[config.mk]
export PLATFORM = sky130hd
export DESIGN_NAME = keypad_entry
export DESIGN_NICKNAME = d
export VERILOG_FILES = /design/src/rtl/keypad_entry.sv
export SDC_FILE = /design/constraint.sdc
export NUM_CORES = 1
export LEC_CHECK = 0
export ABC_AREA = 0
export BUFFER_PORTS_ARGS = -buffer_cell sky130_fd_sc_hd__buf_2
export CORE_ASPECT_RATIO = 0.75
export CORE_MARGIN = 1
export CORE_UTILIZATION = 59
export DETAILED_ROUTE_END_ITERATION = 10
export GPL_ROUTABILITY_DRIVEN = 0
export GPL_TIMING_DRIVEN = 1
export PLACE_DENSITY = 0.79
export REMOVE_ABC_BUFFERS = 1
export SLEW_MARGIN = 10
export SYNTH_ARGS = -nofsm -noshare
export SYNTH_HDL_FRONTEND = slang
export SYNTH_SLANG_ARGS = --single-unit
[constraint.sdc]
create_clock -name Clock -period 2.5 [get_ports Clock]
set_clock_uncertainty 0.2 [all_clocks]
set_input_delay 0.375 -clock Clock [delete_from_list [all_inputs] [get_ports Clock]]
set_output_delay 0.375 -clock Clock [all_outputs]
set_load 0.1 [all_outputs]
[src/rtl/keypad_entry.sv]
// keypad_entry
// -----------------------------------------------------------------------------
// 4x4 matrix keypad front end for the CPU input bus. It scans the columns,
// debounces whole scan frames, and decodes one hex digit per press. Nine
// digits form one entry: SRCH, SRCL, DSTH, DSTL (two digits each), then
// ALU_OP (low 3 bits of the last digit). A complete entry is committed to the
// outputs on a single edge, and finish is raised at that point.
//
// Parameters
//   SCAN_DIV : clock cycles each column is driven (>= 2)
//   DEBOUNCE : consecutive identical frames needed to accept a press/release (>= 1)
//
// Ports
//   Clock     in   1  system clock
//   Reset     in   1  synchronous reset, active-high
//   H         in   4  row inputs, active-low (pulled up)
//   V         out  4  column drives, active-low, one-hot-low
//   SRCH      out  8  committed source operand, high byte
//   SRCL      out  8  committed source operand, low byte
//   DSTH      out  8  committed destination operand, high byte
//   DSTL      out  8  committed destination operand, low byte
//   ALU_OP    out  3  committed opcode
//   finish    out  1  high while a committed entry is unread
//
// Optional build macro ENTRY_ECHO_EN adds:
//   echo      out 16  staging word of the field currently being typed
//   digit_cnt out  4  digits entered so far in the current entry (0..8)
// -----------------------------------------------------------------------------
module keypad_entry #(
  parameter int SCAN_DIV = 50000,
  parameter int DEBOUNCE = 8
) (
  input  logic       Clock,
  input  logic       Reset,
  input  logic [3:0] H,
  output logic [3:0] V,
  output logic [7:0] SRCH,
  output logic [7:0] SRCL,
  output logic [7:0] DSTH,
  output logic [7:0] DSTL,
  output logic [2:0] ALU_OP,
  output logic       finish
`ifdef ENTRY_ECHO_EN
  ,
  output logic [15:0] echo,
  output logic [3:0]  digit_cnt
`endif
);

  localparam int DW = $clog2(SCAN_DIV);
  localparam int CW = $clog2(DEBOUNCE + 1);
  localparam logic [DW-1:0] DWELL_LAST = DW'(SCAN_DIV - 1);
  localparam logic [CW-1:0] DB_MAX     = CW'(DEBOUNCE);
  localparam logic [CW-1:0] CNT_ONE    = CW'(1);

  // ---------------------------------------------------------------------------
  // Column scan
  // ---------------------------------------------------------------------------
  logic [DW-1:0]   dwell_reg;
  logic [1:0]      col_reg;
  logic [2:0][3:0] col_low_reg;   // active-high row hits of columns 0..2
  logic            sample;
  logic            frame_done_reg;
  logic            frame_hit_reg;
  logic [3:0]      frame_key_reg;
  logic            frame_hit;
  logic [3:0]      frame_key;

  assign sample = (dwell_reg == DWELL_LAST);

  genvar gi;
  generate
    for (gi = 0; gi < 4; gi++) begin : g_col_drive
      assign V[gi] = (col_reg != 2'(gi));
    end
    for (gi = 0; gi < 3; gi++) begin : g_col_capture
      always_ff @(posedge Clock) begin
        if (Reset) begin
          col_low_reg[gi] <= 4'b0000;
        end else if (sample && col_reg == 2'(gi)) begin
          col_low_reg[gi] <= ~H;
        end
      end
    end
  endgenerate

  // Column 3 is never stored: its sample is the frame's last, so it is taken
  // straight from H and combined with the stored columns on the same edge.
  always_comb begin
    logic [15:0] frame_vec;
    logic        seen;
    logic        multi;
    logic [3:0]  idx;
    frame_vec = {~H, col_low_reg[2], col_low_reg[1], col_low_reg[0]};
    seen      = 1'b0;
    multi     = 1'b0;
    frame_key = 4'h0;
    idx       = 4'h0;
    for (int i = 0; i < 16; i++) begin
      idx = 4'(i);
      if (frame_vec[i]) begin
        if (seen) begin
          multi = 1'b1;
        end
        seen      = 1'b1;
        // frame_vec is column-major ({col,row}); the key code is {row,col}
        frame_key = {idx[1:0], idx[3:2]};
      end
    end
    // two or more low rows in one frame are ghosting and count as no key
    frame_hit = seen & ~multi;
  end

  always_ff @(posedge Clock) begin
    if (Reset) begin
      dwell_reg      <= '0;
      col_reg        <= 2'd0;
      frame_done_reg <= 1'b0;
      frame_hit_reg  <= 1'b0;
      frame_key_reg  <= 4'h0;
    end else begin
      frame_done_reg <= 1'b0;
      if (sample) begin
        dwell_reg <= '0;
        col_reg   <= col_reg + 2'd1;
        if (col_reg == 2'd3) begin
          frame_done_reg <= 1'b1;
          frame_hit_reg  <= frame_hit;
          frame_key_reg  <= frame_key;
        end
      end else begin
        dwell_reg <= dwell_reg + DW'(1);
      end
    end
  end

  // ---------------------------------------------------------------------------
  // Debounce FSM, evaluated once per completed frame
  // ---------------------------------------------------------------------------
  typedef enum logic [1:0] {
    RELEASED,
    PRESS_CHK,
    HELD,
    REL_CHK
  } db_state_t;

  db_state_t     state_reg, state_next;
  logic [CW-1:0] cnt_reg, cnt_next;
  logic [3:0]    cand_reg, cand_next;
  logic [CW-1:0] cnt_inc;
  logic          key_evt;

  assign cnt_inc = cnt_reg + CNT_ONE;

  always_ff @(posedge Clock) begin
    if (Reset) begin
      state_reg <= RELEASED;
      cnt_reg   <= '0;
      cand_reg  <= 4'h0;
    end else begin
      state_reg <= state_next;
      cnt_reg   <= cnt_next;
      cand_reg  <= cand_next;
    end
  end

  always_comb begin
    state_next = state_reg;
    cnt_next   = cnt_reg;
    cand_next  = cand_reg;
    key_evt    = 1'b0;
    if (frame_done_reg) begin
      case (state_reg)
        RELEASED: begin
          if (frame_hit_reg) begin
            cand_next = frame_key_reg;
            cnt_next  = CNT_ONE;
            // with DEBOUNCE=1 the first frame already satisfies the count
            if (DB_MAX == CNT_ONE) begin
              key_evt    = 1'b1;
              state_next = HELD;
            end else begin
              state_next = PRESS_CHK;
            end
          end
        end
        PRESS_CHK: begin
          if (!frame_hit_reg) begin
            state_next = RELEASED;
          end else if (frame_key_reg != cand_reg) begin
            cand_next = frame_key_reg;
            cnt_next  = CNT_ONE;
          end else begin
            cnt_next = cnt_inc;
            if (cnt_inc == DB_MAX) begin
              key_evt    = 1'b1;
              state_next = HELD;
            end
          end
        end
        HELD: begin
          if (!frame_hit_reg) begin
            cnt_next   = CNT_ONE;
            state_next = (DB_MAX == CNT_ONE) ? RELEASED : REL_CHK;
          end
        end
        REL_CHK: begin
          if (frame_hit_reg) begin
            state_next = HELD;
          end else begin
            cnt_next = cnt_inc;
            if (cnt_inc == DB_MAX) begin
              state_next = RELEASED;
            end
          end
        end
        default: state_next = RELEASED;
      endcase
    end
  end

  // ---------------------------------------------------------------------------
  // Entry assembly: digits go to staging; the ninth digit commits everything
  // ---------------------------------------------------------------------------
  logic [3:0]  digit_cnt_reg;
  logic [15:0] src_stage_reg;
  logic [15:0] dst_stage_reg;
  logic [7:0]  srch_reg, srcl_reg, dsth_reg, dstl_reg;
  logic [2:0]  alu_op_reg;
  logic        finish_reg;

  // the accepted key is the frame that completed the debounce
  always_ff @(posedge Clock) begin
    if (Reset) begin
      digit_cnt_reg <= 4'd0;
      src_stage_reg <= 16'h0000;
      dst_stage_reg <= 16'h0000;
      srch_reg      <= 8'h00;
      srcl_reg      <= 8'h00;
      dsth_reg      <= 8'h00;
      dstl_reg      <= 8'h00;
      alu_op_reg    <= 3'd0;
      finish_reg    <= 1'b0;
    end else if (key_evt) begin
      // any new digit acknowledges a pending entry
      finish_reg    <= 1'b0;
      digit_cnt_reg <= digit_cnt_reg + 4'd1;
      case (digit_cnt_reg)
        4'd0: src_stage_reg[15:12] <= frame_key_reg;
        4'd1: src_stage_reg[11:8]  <= frame_key_reg;
        4'd2: src_stage_reg[7:4]   <= frame_key_reg;
        4'd3: src_stage_reg[3:0]   <= frame_key_reg;
        4'd4: dst_stage_reg[15:12] <= frame_key_reg;
        4'd5: dst_stage_reg[11:8]  <= frame_key_reg;
        4'd6: dst_stage_reg[7:4]   <= frame_key_reg;
        4'd7: dst_stage_reg[3:0]   <= frame_key_reg;
        default: begin
          srch_reg      <= src_stage_reg[15:8];
          srcl_reg      <= src_stage_reg[7:0];
          dsth_reg      <= dst_stage_reg[15:8];
          dstl_reg      <= dst_stage_reg[7:0];
          alu_op_reg    <= frame_key_reg[2:0];
          finish_reg    <= 1'b1;
          digit_cnt_reg <= 4'd0;
        end
      endcase
    end
  end

  assign SRCH   = srch_reg;
  assign SRCL   = srcl_reg;
  assign DSTH   = dsth_reg;
  assign DSTL   = dstl_reg;
  assign ALU_OP = alu_op_reg;
  assign finish = finish_reg;

`ifdef ENTRY_ECHO_EN
  // the committed opcode doubles as the "last staged opcode" preview
  always_comb begin
    if (digit_cnt_reg < 4'd4) begin
      echo = src_stage_reg;
    end else if (digit_cnt_reg < 4'd8) begin
      echo = dst_stage_reg;
    end else begin
      echo = {13'b0, alu_op_reg};
    end
  end
  assign digit_cnt = digit_cnt_reg;
`endif

endmodule

==> flow_summary_export.csv <==
group,metric,value,unit
synthesis,synth_area,4970,um^2
routing,post-route-drc-count,0,
global_routing,grt_pass1_vias,3767,
timing,max_slew.worst_pin.slew,0.521,ns
min_path,min_path_type,"input port to register",
floorplan,coreArea,8020,um^2
setup_path,path_class,"register to register",
floorplan,initial_core_util,0.620,
synthesis,ys_seq_area_frac,0.475,
synthesis,synth_top_area_cell,"dfxtp_1",
floorplan,num_rows,28,
routing,wl,10900,um
global_routing,antenna_found_initial,0,
final_layout,area_growth,20.7,%
synthesis,synth.distinct_cells,49,
placement,post_dp_cell_area,5330,um^2
power,ir_worst_vdd,0.000589,V
timing,setup_violations,0,
final_layout,antenna_cells,0,
clock_network,clock_latency,0.52,ns
synthesis,syn_avg_cell_area,9.23,um^2
routing,vias_per_cell,5.71,
final_layout,final_core_util,0.749,
synthesis,synth_top_area_share,0.475,
global_routing,gr-total-overflow,0,
clock_network,cts_tree,"done",
clock_network,clk_pin_slew,0.06,ns
synthesis,synth_edf_count,0,
placement,hpwl,7170,um
final_layout,final_common_cell,"dfxtp_1",
routing,first_pass_iters,5,
clock_network,clockBufferDepth,2,
outcome,outcome,"completed",
routing,first_iter_violations,351,
global_routing,grt_pass1_wl,17800,um
timing,slew_violations,0,
synthesis,synthArstFlopShare,0,
final_layout,final_nets,611,
global_routing,grt_max_degree,28,
timing,period_minus_slack,2.41,ns
synthesis,synth_flop_cell,"dfxtp_1",
routing,wl_per_cell,15.3,um
timing,timing.final.crit_share,0.966,
final_layout,drive_gt1_frac,0.168,
synthesis,ys_ff_latch,118,
placement,port_buffers,45,
synthesis,synthCells,539,
timing,relSlewSlack,0.650,
setup_path,worstPathMaxFanout,14,
routing,ant_nets,0,
power,power_density,744,nW/um^2
synthesis,ys_warn_count,0,
setup_path,crit_arrival,2.61,ns
clock_network,htreeDepth,4,
clock_network,cts-root-buf,"clkbuf_8",
final_layout,fin_area,6010,um^2
power,p_leak,2.83,nW
setup_path,end_kind,"register",
setup_path,critPathRequiredTime,2.70,ns
clock_network,post_cts_resize_count,0,
floorplan,die_area,8810,um^2
setup_path,startpoint_type,"register",
final_layout,mostFrequentLayoutCells,"dfxtp_1, nor2_1, mux2i_1",
routing,dr_total_vias,4067,
timing,rsz0062_at_grt,"yes",
global_routing,track_usage,0.263,
timing,clock.fmax,414,MHz
timing,finalHoldViolCount,0,
job,maxCapViolations,0,
final_layout,finalNonFillerCells,712,
clock_network,clock_sinks,118,
placement,dp.cells,673,
floorplan,die_w,108,um
floorplan,num_io_pins,46,
floorplan,die_h,81.5,um
synthesis,synth_area_leaders,"dfxtp_1, mux2i_1, nor2_1, ha_1, a211oi_1",
clock_network,cts_made_buffers,17,
stage by stage:
| stage | power [mW] | TNS, ns | hold WS [ns] | setup WS (ns) |
|---|---|---|---|---|
| after floorplan | 1.96 | -46.95 | 0.218 | -1.30 |
| after global placement | 2.01 | 0 | 0.232 | 0.151 |
| after detailed placement | 2.01 | 0 | 0.244 | 0.0481 |
| after CTS | 4.50 | 0 | 0.0280 | 0.0323 |
| after global routing | 4.59 | -0.00670 | 0.0710 | -0.00670 |
| final | 4.47 | 0 | 0.0446 | 0.0859 |
cells in the mapped netlist, types with 2 or more instances:
cell	count
mux2i_1	69
nand3_1	15
o31ai_1	2
or4_1	2
nor2_1	112
nand4_1	14
clkbuf_1	18
nand2_1	28
a211oi_1	16
o21ai_0	11
and2_1	6
buf_4	3
ha_1	11
a21oi_1	21
o21bai_1	2
xor2_1	11
xnor2_1	5
buf_2	10
or3_1	6
a211oi_2	2
nor3_1	9
inv_1	14
nand2b_1	4
nor2b_1	4
a311oi_1	3
dfxtp_1	118
cell type report:
| cell class | count | area, um^2 |
|---|---|---|
| Timing Repair Buffer | 67 | 425 |
| Inverter | 14 | 52.6 |
| Clock inverter | 12 | 175 |
| Tap cell | 105 | 131 |
| Multi-Input combinational cell | 376 | 2420 |
| Fill cell | 539 | 2020 |
| Clock buffer | 20 | 435 |
| Sequential cell | 118 | 2360 |
cell families (layout without fill, tap and decap cells):
group / Yosys count / in the layout / synth area share
buffers and inverters: 45 / 113 / 0.0387
muxes: 70 / 70 / 0.141
xor gates and xnor gates: 16 / 16 / 0.0282
and+or+nand+nor: 211 / 211 / 0.196
adders and majority gates: 12 / 12 / 0.0297
DFF: 118 / 118 / 0.475
AOI/OAI and AO/OA: 67 / 67 / 0.0916
worst max-delay path, stage by stage, from the launching register on:
cell     delay, ns
dfxtp_1       0.43
ha_1          0.25
nor2b_1       0.20
nand4_1       0.10
o21ai_0       0.11
buf_4         0.24
nand3_2       0.25
buf_12        0.25
mux2i_1       0.19
nor2_1        0.07
per-layer routing:
| metal | vias up | part of all wire | track usage |
|---|---|---|---|
| met5 | - | 0 | 0 |
| li1 | 1972 | - | - |
| met2 | 139 | 0.48 | 0.436 |
| met1 | 1924 | 0.45 | 0.321 |
| met4 | 0 | 0.022 | 0.137 |
| met3 | 32 | 0.051 | 0.0619 |
report_power, final:
| group | leakage, nW | internal, mW | switching [mW] |
|---|---|---|---|
| sequential | 0.951 | 1.89 | 0.00643 |
| combinational | 1.58 | 0.0263 | 0.0562 |
| clock | 0.292 | 1.64 | 0.846 |
| total | 2.83 | 3.56 | 0.908 |
timing repair:
action / 4_1_cts / 5_1_grt
hold buffers: 4 / 0
setup endpoints to repair: 0 / 16
endpoints found under the hold margin: 13 / 0
setup buffers: 0 / 3
final timing paths:
kind	startpoint	slack (ns)	endpoint	cells after the start
setup reg to reg	cnt_reg[0]	0.09	SRCL[5]	9
setup / recovery	cnt_reg[0]	0.09	SRCL[5]	9
hold reg to reg	dwell_reg[0]	0.25	dwell_reg[0]	1
hold / removal	Reset	0.04	DSTL[2]	2
Note: power is estimated with default switching activity, not from simulation.
